### src/rtl/rom_stream_reader_if.sv
// Valid/ready stream carrying ROM words with a last-beat flag.
interface rom_stream_reader_if #(
    parameter int DATA_W = 8
);
    logic              m_valid;
    logic              m_ready;
    logic [DATA_W-1:0] m_data;
    logic              m_last;

    modport master (output m_valid, output m_data, output m_last, input m_ready);
    modport slave  (input m_valid, input m_data, input m_last, output m_ready);
endinterface

### src/rtl/rom_stream_reader.sv
// Walks a contiguous ROM address range on command and streams each word out
// through a single output register with valid/ready backpressure.
module rom_stream_reader #(
    parameter int ADDR_W = 4,
    parameter int DATA_W = 8
) (
    input  logic                clk,
    input  logic                rst_n,
    input  logic                start,
    input  logic [ADDR_W-1:0]   start_addr,
    input  logic [ADDR_W:0]     length,
    output logic                busy,
    output logic                done,
    output logic [ADDR_W-1:0]   rom_addr,
    input  logic [DATA_W-1:0]   rom_dout,
    rom_stream_reader_if.master m
);
    typedef enum logic [1:0] {IDLE, STREAM, DONE} state_t;

    state_t              state_q, state_d;
    logic [ADDR_W-1:0]   addr_q, addr_d;
    logic [ADDR_W:0]     remaining_q, remaining_d;
    logic [DATA_W-1:0]   data_q, data_d;
    logic                valid_q, valid_d;
    logic                last_q, last_d;
    logic                xfer, load;

    always_ff @(posedge clk or negedge rst_n) begin
        if (!rst_n) begin
            state_q     <= IDLE;
            addr_q      <= '0;
            remaining_q <= '0;
            data_q      <= '0;
            valid_q     <= 1'b0;
            last_q      <= 1'b0;
        end else begin
            state_q     <= state_d;
            addr_q      <= addr_d;
            remaining_q <= remaining_d;
            data_q      <= data_d;
            valid_q     <= valid_d;
            last_q      <= last_d;
        end
    end

    assign xfer = valid_q && m.m_ready;
    // The output register refills on the same edge it drains, so a held-high
    // ready gives one word per cycle.
    assign load = (state_q == STREAM) && (remaining_q != '0) && (!valid_q || xfer);

    always_comb begin
        state_d     = state_q;
        addr_d      = addr_q;
        remaining_d = remaining_q;
        data_d      = data_q;
        valid_d     = valid_q;
        last_d      = last_q;
        unique case (state_q)
            IDLE: begin
                if (start) begin
                    if (length != '0) begin
                        addr_d      = start_addr;
                        remaining_d = length;
                        state_d     = STREAM;
                    end else begin
                        state_d     = DONE;
                    end
                end
            end
            STREAM: begin
                if (load) begin
                    data_d      = rom_dout;
                    last_d      = (remaining_q == (ADDR_W+1)'(1));
                    valid_d     = 1'b1;
                    addr_d      = addr_q + 1'b1;
                    remaining_d = remaining_q - 1'b1;
                end else if (xfer) begin
                    valid_d = 1'b0;
                    if (last_q) begin
                        last_d  = 1'b0;
                        state_d = DONE;
                    end
                end
            end
            DONE: begin
                valid_d = 1'b0;
                last_d  = 1'b0;
                state_d = IDLE;
            end
            default: state_d = IDLE;
        endcase
    end

    assign busy      = (state_q != IDLE);
    assign done      = (state_q == DONE);
    assign rom_addr  = addr_q;
    assign m.m_valid = valid_q;
    assign m.m_data  = data_q;
    assign m.m_last  = last_q;
endmodule

### src/flat_wrapper.sv
// flat-port wrapper written by rule: the top's interface ports become plain ports
module rom_stream_reader_flat 
#(
    parameter int ADDR_W = 4,
    parameter int DATA_W = 8
)
  (clk, rst_n, start, start_addr, length, busy, done, rom_addr, rom_dout, m_m_valid, m_m_data, m_m_last, m_m_ready);
  rom_stream_reader_if #(.DATA_W(DATA_W)) m_i ();
  input  logic clk;
  input  logic rst_n;
  input  logic start;
  input  logic [ADDR_W-1:0] start_addr;
  input  logic [ADDR_W:0] length;
  output logic busy;
  output logic done;
  output logic [ADDR_W-1:0] rom_addr;
  input  logic [DATA_W-1:0] rom_dout;
  output wire logic [$bits(m_i.m_valid)-1:0] m_m_valid;
  output wire logic [$bits(m_i.m_data)-1:0] m_m_data;
  output wire logic [$bits(m_i.m_last)-1:0] m_m_last;
  input wire logic [$bits(m_i.m_ready)-1:0] m_m_ready;
  assign m_m_valid = m_i.m_valid;
  assign m_m_data = m_i.m_data;
  assign m_m_last = m_i.m_last;
  assign m_i.m_ready = m_m_ready;
  rom_stream_reader #(.ADDR_W(ADDR_W), .DATA_W(DATA_W)) u_core (.clk(clk), .rst_n(rst_n), .start(start), .start_addr(start_addr), .length(length), .busy(busy), .done(done), .rom_addr(rom_addr), .rom_dout(rom_dout), .m(m_i));
endmodule
### config.mk
export PLATFORM = sky130hd
export DESIGN_NAME = rom_stream_reader_flat
export DESIGN_NICKNAME = d
export VERILOG_FILES = /design/src/rtl/rom_stream_reader_if.sv /design/src/rtl/rom_stream_reader.sv /design/src/flat_wrapper.sv
export SDC_FILE = /design/constraint.sdc
export NUM_CORES = 1
export LEC_CHECK = 0
export ABC_CLOCK_PERIOD_IN_PS = 1600
export CAP_MARGIN = 0
export CELL_PAD_IN_SITES_DETAIL_PLACEMENT = 1
export CELL_PAD_IN_SITES_GLOBAL_PLACEMENT = 2
export CORE_MARGIN = 1
export CORE_UTILIZATION = 25
export DETAILED_ROUTE_END_ITERATION = 16
export PLACE_DENSITY = 0.82
export SLEW_MARGIN = 25
export SYNTH_ARGS = -nofsm -noshare
export SYNTH_HDL_FRONTEND = slang
export SYNTH_SLANG_ARGS = --single-unit
### constraint.sdc
create_clock -name clk -period 1.6 [get_ports clk]
set_input_delay 0.48 -clock clk [delete_from_list [all_inputs] [get_ports clk]]
set_output_delay 0.48 -clock clk [all_outputs]
set_load 0.005 [all_outputs]
==> impl_summary.txt, run 1 <==
----------------------------------------------------
[Synthesis]
  Fraction of synthesis flops using an asynchronous set or reset pin ... 100%
  Register area share after synthesis ... 41.1%
  Leading cell types by total area after synthesis ... dfrtp_1 41%, nand2_1 7.9%, ha_1 5.9%
  Post-synth EDFFs ... 0
  Total nets after synthesis ... 161
  Yosys warns ... 0
  Cells after synthesis ... 134
  Top cell type's share of synthesized area ... 41.1%
  Library cell with the highest instance count after synthesis ... nand2_1
  Number of library cell types mapped by synthesis ... 48
  Top FF cell, synth ... dfrtp_1
  Post-synth top cells ... 27 x nand2_1, 21 x dfrtp_1, 7 x inv_1
  Mean instance size in the synthesized netlist ... 9.54 um^2
  Post-synthesis register bit count ... 21
  Cell area after technology mapping ... 1280 um^2
  Top cell type by total area after synthesis ... dfrtp_1

[Setup path]
  Flop-to-flop setup slack ... -0.22 ns
  Max stage delay on crit path ... 0.53 ns
  Worst R2R Path Depth ... 6
  Type of element capturing the critical path ... register
  Ordered list of cells on the worst path ... inv_2 > ha_4 > or4b_4 > nand3_4 > a21oi_4 > mux2_4
  Critical R2R Capture ... u_core.rom_addr[1]
  Setup crit start kind ... register
  FF-to-FF Start ... u_core.remaining_q[1]
  CP required ... 1.76 ns
  Critical Path AT ... 1.98 ns
  Worst-path maximum fanout ... 6
  Critical setup path kind ... reg2reg
  Slowest cell on the critical path ... or4b_4

[Worst hold path]
  Origin of the worst min-delay path ... u_core.m.m_data[5]
  HP Class ... reg2reg
  Terminating pin of the worst hold path ... u_core.m.m_data[5]
  Min-Delay Path Depth ... 2

[Pwr]
  Power per cell area ... 1850 nW/um^2
  Worst VDD drop ... 0.650 mV
  Standby leakage power ... 1.17 nW

[Placed design]
  HPWL after detailed placement ... 3460 um
  IO buf count ... 36
  Pre-CTS WS ... -0.615 ns
  RePlAce Congestion ... 0.907

[Floorplanning]
  Die area ... 5410 um^2
  Number of top-level design ports ... 37
  Die X-Extent ... 73.5 um
  Std-Cell Rows ... 25
  Die extent in y ... 73.5 um
  Effective utilization at floorplan ... 26.5%
  Core Box Area ... 4820 um^2

[Clock network]
  H-tree depth reported by CTS ... 1
  Clock-pin slew reported for the worst setup and hold paths after clock tree synthesis ... 0.09 ns
  # clock sinks ... 21
  TritonCTS clock tree ... built
  Number of buffers on the longest clock path ... 2
  CTS Root Buffer Type ... clkbuf_8
  Count of hold-fix buffers inserted at cts ... 0
  CTS Buf Count ... 3
  Clock latency of the later-clocked register in the worst-skew pair ... 0.27 ns

[STA]
  Max-Slew Margin vs Limit ... 77.9%
  Peak Freq ... 550 MHz
  Worst hold margin ... 0.478 ns
  Transition at the pin with the smallest max-transition slack ... 0.331 ns
  Final worst setup slack ... -0.220 ns
  Total count of hold-check failures in the final report ... 0
  Final slew viol count ... 0
  Final period util ... 114%
  Maximum clock skew at final layout ... 0.00342 ns
  RSZ-0062 raised after global routing ... true
  Setup Viol. Count Final ... 21
  Min cycle time layout ... 1.82 ns

[Flow run]
  Number of max-capacitance violations reported ... 0

[Cells and area]
  Post-layout nets ... 260
  Share of post-route cells with drive strength above 1 ... 49.1%
  Diodes inserted ... 0
  Growth of design area from synthesis to finish ... 91.3%

[GRT]
  Number of global-route vias before repair ... 1594
  Overflow left after global routing ... 0
  Total global routing track utilization ... 18.5%
  Met3 capacity usage during global routing ... 2.61%
  Most Crowded Layer GR ... met2
  Met2 Resource Use GR ... 35.2%
  Maximum number of pins on one net before global-route repair ... 22
  Initial antenna violation count ... 0
  Global-route wire length before repair ... 7580 um
  Fraction of met1 tracks used by global routing ... 21.4%

[Routing]
  Detailed Route WL ... 5040 um
  Detailed-route wire length per cell ... 16.9 um
  DRC violations left ... 0
  Initial drt markers ... 38
  Antenna violation net count after detailed routing ... 0
  Via density per instance ... 4.88
  Total number of vias ... 1458
  Pre-Repair DR Iteration Count ... 4

[Outcome]
  Violated checks ... negative setup slack
  Status ... finished with violations

----------------------------------------------------
==> area by class of cell <==
class | count | area [um^2]
Inverter | 7 | 35.0
Fill cell | 549 | 2370
Tap cell | 67 | 83.8
Sequential cell | 21 | 526
Multi-Input combinational cell | 101 | 908
Clock inverter | 1 | 5.00
Timing Repair Buffer | 99 | 847
Clock buffer | 3 | 41.3
==> sequential cells by signal, summed over array words and instances (netlist names) <==
signal and flops:
u_core.m.m_data 8, u_core.remaining_q 5, u_core.rom_addr 4, u_core.state_q 2, u_core.m.m_last 1, u_core.m.m_valid 1
==> critical path, delay by kind of cell (launching register included) <==
| family | cells | cell delay [ns] |
|---|---|---|
| AND/OR/NAND/NOR | 2 | 0.67 |
| flip-flops | 1 | 0.41 |
| multiplexers | 1 | 0.30 |
| adder cells (fa/ha/maj) | 1 | 0.15 |
| AO/OA/AOI/OAI | 1 | 0.10 |
| buffers and inverters | 1 | 0.09 |
==> routing by layer <==
metal  vias to the layer above  wire length (um)
met4                         0                46
met5                         -                 0
met1                       724              2130
met3                         7               195
li1                        682                 -
met2                        45              2670
==> where the power goes <==
part	leakage (nW)	internal, mW	switching, mW	total (mW)
sequential	0.255	0.781	0.139	0.920
combinational	0.886	1.76	1.48	3.24
clock	0.0255	0.174	0.196	0.370
total	1.17	2.72	1.81	4.53
==> cell families after synthesis <==
family / after synthesis / share of synthesized area, %
AND/OR/NAND/NOR: 63 / 26.7
flip-flops: 21 / 41.1
buffers and inverters: 12 / 4.50
AO/OA/AOI/OAI: 26 / 16.5
adder cells (fa/ha/maj): 6 / 5.87
multiplexers: 6 / 5.28
==> stage by stage <==
step           setup TNS (ns)  utilization (%)  power, mW  area, um^2  instances
3_3_place_gp            -6.67             42.6       3.34        2050        271
6_report                -2.27             50.8       4.53        2450        299
5_1_grt                 -3.31             50.8       4.82        2450        299
3_5_place_dp            -8.14             42.6       3.49        2050        271
4_1_cts                 -1.78             47.7       4.21        2300        291
2_1_floorplan          -0.617                -       2.22        1360        134
==> cells in the final DEF (no fill, tap or decap), types with 3 or more instances in the layout <==
cell type,synthesis,final
nor3_1,5,3
mux2i_1,3,3
dlymetal6s2s_1,0,5
inv_2,0,4
nand3_1,4,3
buf_4,1,57
clkdlybuf4s50_1,0,17
nor2_1,4,4
nand4_1,3,3
nand2_2,0,4
dfrtp_1,21,21
nand2b_1,5,3
buf_6,1,5
dlygate4sd2_1,0,12
clkbuf_8,0,3
nand2_1,27,23
ha_4,0,4
nor3_2,1,3
==> worst max path at each step <==
stage	slack, ns	to	cells after the start	startpoint
final	-0.22	u_core.rom_addr[1]	6	u_core.remaining_q[1]
after global routing	-0.24	u_core.rom_addr[1]	6	u_core.remaining_q[1]
after CTS	-0.17	u_core.rom_addr[1]	6	u_core.remaining_q[0]
after detailed placement	-0.61	u_core.remaining_q[0]	5	length[3]
after global placement	-0.56	u_core.remaining_q[0]	5	length[3]
after floorplan	-0.13	u_core.rom_addr[3]	7	u_core.remaining_q[0]
==> repair_timing <==
action,CTS,global route
gates cloned,0,0
pin swaps,10,5
setup buffers,16,8
hold endpoints to repair,0,0
gates resized for setup,36,27
endpoints found under the setup margin,35,28
No activity file was read; power rests on OpenSTA's default activity.
==> run 2, diff against run 1 <==
Settings changed: PLACE_DENSITY 0.82 to 0.76.
==> run 2 against run 1 <==
Compared with the run above:
- the run still ends with negative setup slack left
- die area unchanged
- highest routed layer unchanged
- register-to-register slack improved by 0.05 ns
- core utilization increased by 2.2 points
- critical path type unchanged
- largest cell class is now buffers
==> impl_summary.txt, run 2 (synthesis gave the netlist of run 1 again) <==
----------------------------------------------------
[Outcome]
  Status ... finished with violations
  Violated checks ... negative setup slack

[Clock network]
  Number of buffers on the longest clock path ... 2 (unchanged)
  # clock sinks ... 21 (unchanged)
  CTS Buf Count ... 3 (unchanged)
  CTS Root Buffer Type ... clkbuf_8
  TritonCTS clock tree ... built
  Clock-pin slew reported for the worst setup and hold paths after clock tree synthesis ... 0.09 ns (about the same)
  Clock latency of the later-clocked register in the worst-skew pair ... 0.26 ns (about the same)
  H-tree depth reported by CTS ... 1 (unchanged)

[Routing]
  Pre-Repair DR Iteration Count ... 4 (unchanged)
  Via density per instance ... 4.75 (-2.5%)
  Detailed Route WL ... 5000 um (-0.79%)
  Initial drt markers ... 62 (+63%)
  DRC violations left ... 0 (unchanged)
  Total number of vias ... 1459 (+0.069%)
  Detailed-route wire length per cell ... 16.3 um (-3.4%)
  Antenna violation net count after detailed routing ... 0 (unchanged)

[Pwr]
  Switching power ... 1.80 mW (-0.69%)
  Worst VDD drop ... 0.644 mV (-0.92%)
  Combinational power share ... 72.5% (+1.0 points)
  Flop pwr share ... 19.5% (-0.8 points)
  Sw Share ... 38.5% (-1.5 points)
  Portion of total power attributed to the clock network ... 8.0% (-0.2 points)
  Power per cell area ... 1830 nW/um^2 (-1.0%)
  Standby leakage power ... 1.24 nW (+6.6%)
  Int Pwr ... 2.88 mW (+5.8%)

[GRT]
  Fraction of met1 tracks used by global routing ... 22.1% (+0.72 points)
  Met3 capacity usage during global routing ... 2.47% (-0.14 points)
  Met2 Resource Use GR ... 36.6% (+1.4 points)
  Total global routing track utilization ... 19.0% (+0.48 points)
  Most Crowded Layer GR ... met2
  Number of global-route vias before repair ... 1602 (+0.50%)
  Initial antenna violation count ... 0 (unchanged)
  Maximum number of pins on one net before global-route repair ... 22 (unchanged)
  Global-route wire length before repair ... 7720 um (+1.8%)
  Overflow left after global routing ... 0 (unchanged)

[Placed design]
  RePlAce Congestion ... 0.868 (-4.3%)
  IO buf count ... 36 (unchanged)
  Area of placed instances ... 2090 um^2 (+1.7%)
  Dpl cells ... 274 (+1.1%)
  HPWL after detailed placement ... 3340 um (-3.4%)

[STA]
  RSZ-0062 raised after global routing ... true
  Setup Viol. Count Final ... 22 (+4.8%)
  Maximum clock skew at final layout ... 0.00419 ns (+0.000764 ns)
  Final period util ... 110% (-3.2 points)
  Transition at the pin with the smallest max-transition slack ... 0.359 ns (+0.0277 ns)
  Total count of hold-check failures in the final report ... 0 (unchanged)
  Final slew viol count ... 0 (unchanged)
  Max-Slew Margin vs Limit ... 76.1% (-1.8 points)
  Peak Freq ... 566 MHz (+2.9%)
  Worst hold margin ... 0.509 ns (+0.0316 ns)
  Min cycle time layout ... 1.77 ns (-0.0519 ns)
  Final worst setup slack ... -0.168 ns (+0.0519 ns)

[Setup path]
  Ordered list of cells on the worst path ... inv_2 > ha_4 > or4b_4 > o21a_1 > o21ai_1 > a21boi_2
  Critical setup path kind ... reg2reg
  Worst R2R Path Depth ... 6 (unchanged)
  Flop-to-flop setup slack ... -0.17 ns (+0.05 ns)
  Critical Path AT ... 1.97 ns (about the same)
  Worst-path maximum fanout ... 6 (unchanged)
  Termination of the worst setup path ... u_core.state_q[1]
  Max stage delay on crit path ... 0.53 ns (about the same)
  Critical R2R Capture ... u_core.state_q[1]
  CP required ... 1.80 ns (+0.04 ns)
  FF-to-FF Start ... u_core.remaining_q[1]
  Type of element capturing the critical path ... register
  Slowest cell on the critical path ... or4b_4
  Critical path origin ... u_core.remaining_q[1]
  Setup crit start kind ... register

[Floorplanning]
  Die extent in y ... 73.5 um (unchanged)
  Die area ... 5410 um^2 (unchanged)
  Core Box Area ... 4820 um^2 (unchanged)
  Die X-Extent ... 73.5 um (unchanged)
  Std-Cell Rows ... 25 (unchanged)
  Effective utilization at floorplan ... 26.5% (unchanged)
  Number of top-level design ports ... 37 (unchanged)

[Cells and area]
  Diodes inserted ... 0 (unchanged)
  Post-layout nets ... 268 (+3.1%)
  Final core area utilization ... 53.0% (+2.2 points)
  Share of post-route cells with drive strength above 1 ... 52.1% (+2.9 points)
  Max reg flops ... 8 (unchanged)
  Non-filler cells, final ... 307 (+2.7%)
  Final Instance Area ... 2550 um^2 (+4.3%)
  Growth of design area from synthesis to finish ... 99.5%
  Most common library cell in the layout ignoring fill and taps ... buf_4
  Most used cells in the layout excluding fill and tap cells ... 64 x buf_4, 21 x dfrtp_1, 17 x nand2_1

[Worst hold path]
  HP Class ... reg2reg

[Flow run]
  Number of max-capacitance violations reported ... 0 (unchanged)

----------------------------------------------------
==> run 2: final cells by class <==
cell class / instances / area, um^2
inverter: 7 / 26.3
sequential: 21 / 526
clock buffer: 4 / 45.0
timing repair buffer: 107 / 938
multi-input combinational: 101 / 932
tap: 67 / 83.8
fill: 551 / 2270
==> run 2: worst max-delay path: cells and delay by family (launching register included) <==
kind,cells,cell delay [ns]
AO/OA/AOI/OAI,3,0.54
adder cells (fa/ha/maj),1,0.14
buffers and inverters,1,0.08
flip-flops,1,0.40
AND/OR/NAND/NOR,1,0.53
==> run 2: worst min path at each step <==
stage,startpoint,end,depth (start not counted)
global placement,u_core.m.m_data[2],u_core.m.m_data[2],2
finish,u_core.m.m_data[2],u_core.m.m_data[2],2
CTS,u_core.m.m_data[5],u_core.m.m_data[5],2
global route,u_core.m.m_data[2],u_core.m.m_data[2],2
floorplan,rst_n,u_core.m.m_data[0],0
detailed placement,u_core.m.m_data[3],u_core.m.m_data[3],2
==> run 2: power by group through the flow <==
| stage | Sequential, mW | Clock (mW) | Combinational [mW] |
|---|---|---|---|
| after floorplan | 0.987 | 0 | 1.23 |
| after global placement | 0.953 | 0 | 2.43 |
| after detailed placement | 0.972 | 0 | 2.54 |
| after CTS | 0.902 | 0.382 | 3.11 |
| after global routing | 0.936 | 0.410 | 3.66 |
| final | 0.911 | 0.372 | 3.39 |
==> run 2: through the flow <==
step                      TNS [ns]  setup slack, ns  power [mW]
after floorplan             -0.617           -0.126        2.22
after global placement       -7.46           -0.557        3.38
after detailed placement     -8.51           -0.630        3.51
after CTS                    -2.28           -0.156        4.39
after global routing         -4.05           -0.232        5.00
final                        -2.60           -0.168        4.68
==> run 2: timing repair <==
item                                   in CTS  in global routing
setup endpoints to repair                  36                 30
hold buffers                                0                  0
buffers inserted                           18                 10
gates cloned                                1                  0
resized for setup                          54                 18
pin swaps                                  19                 11
endpoints found under the hold margin       0                  0
==> run 2: per-layer routing <==
layer | vias to the layer above | wire, um
met3 | 2 | 146
li1 | 698 | -
met1 | 725 | 2140
met5 | - | 0
met4 | 0 | 22
met2 | 34 | 2690
==> run 3, diff against run 2 <==
Settings changed: GPL_ROUTABILITY_DRIVEN set to 0.
==> results of run 3 <==
The final DEF is identical to that of run 2; final timing and power are the same.
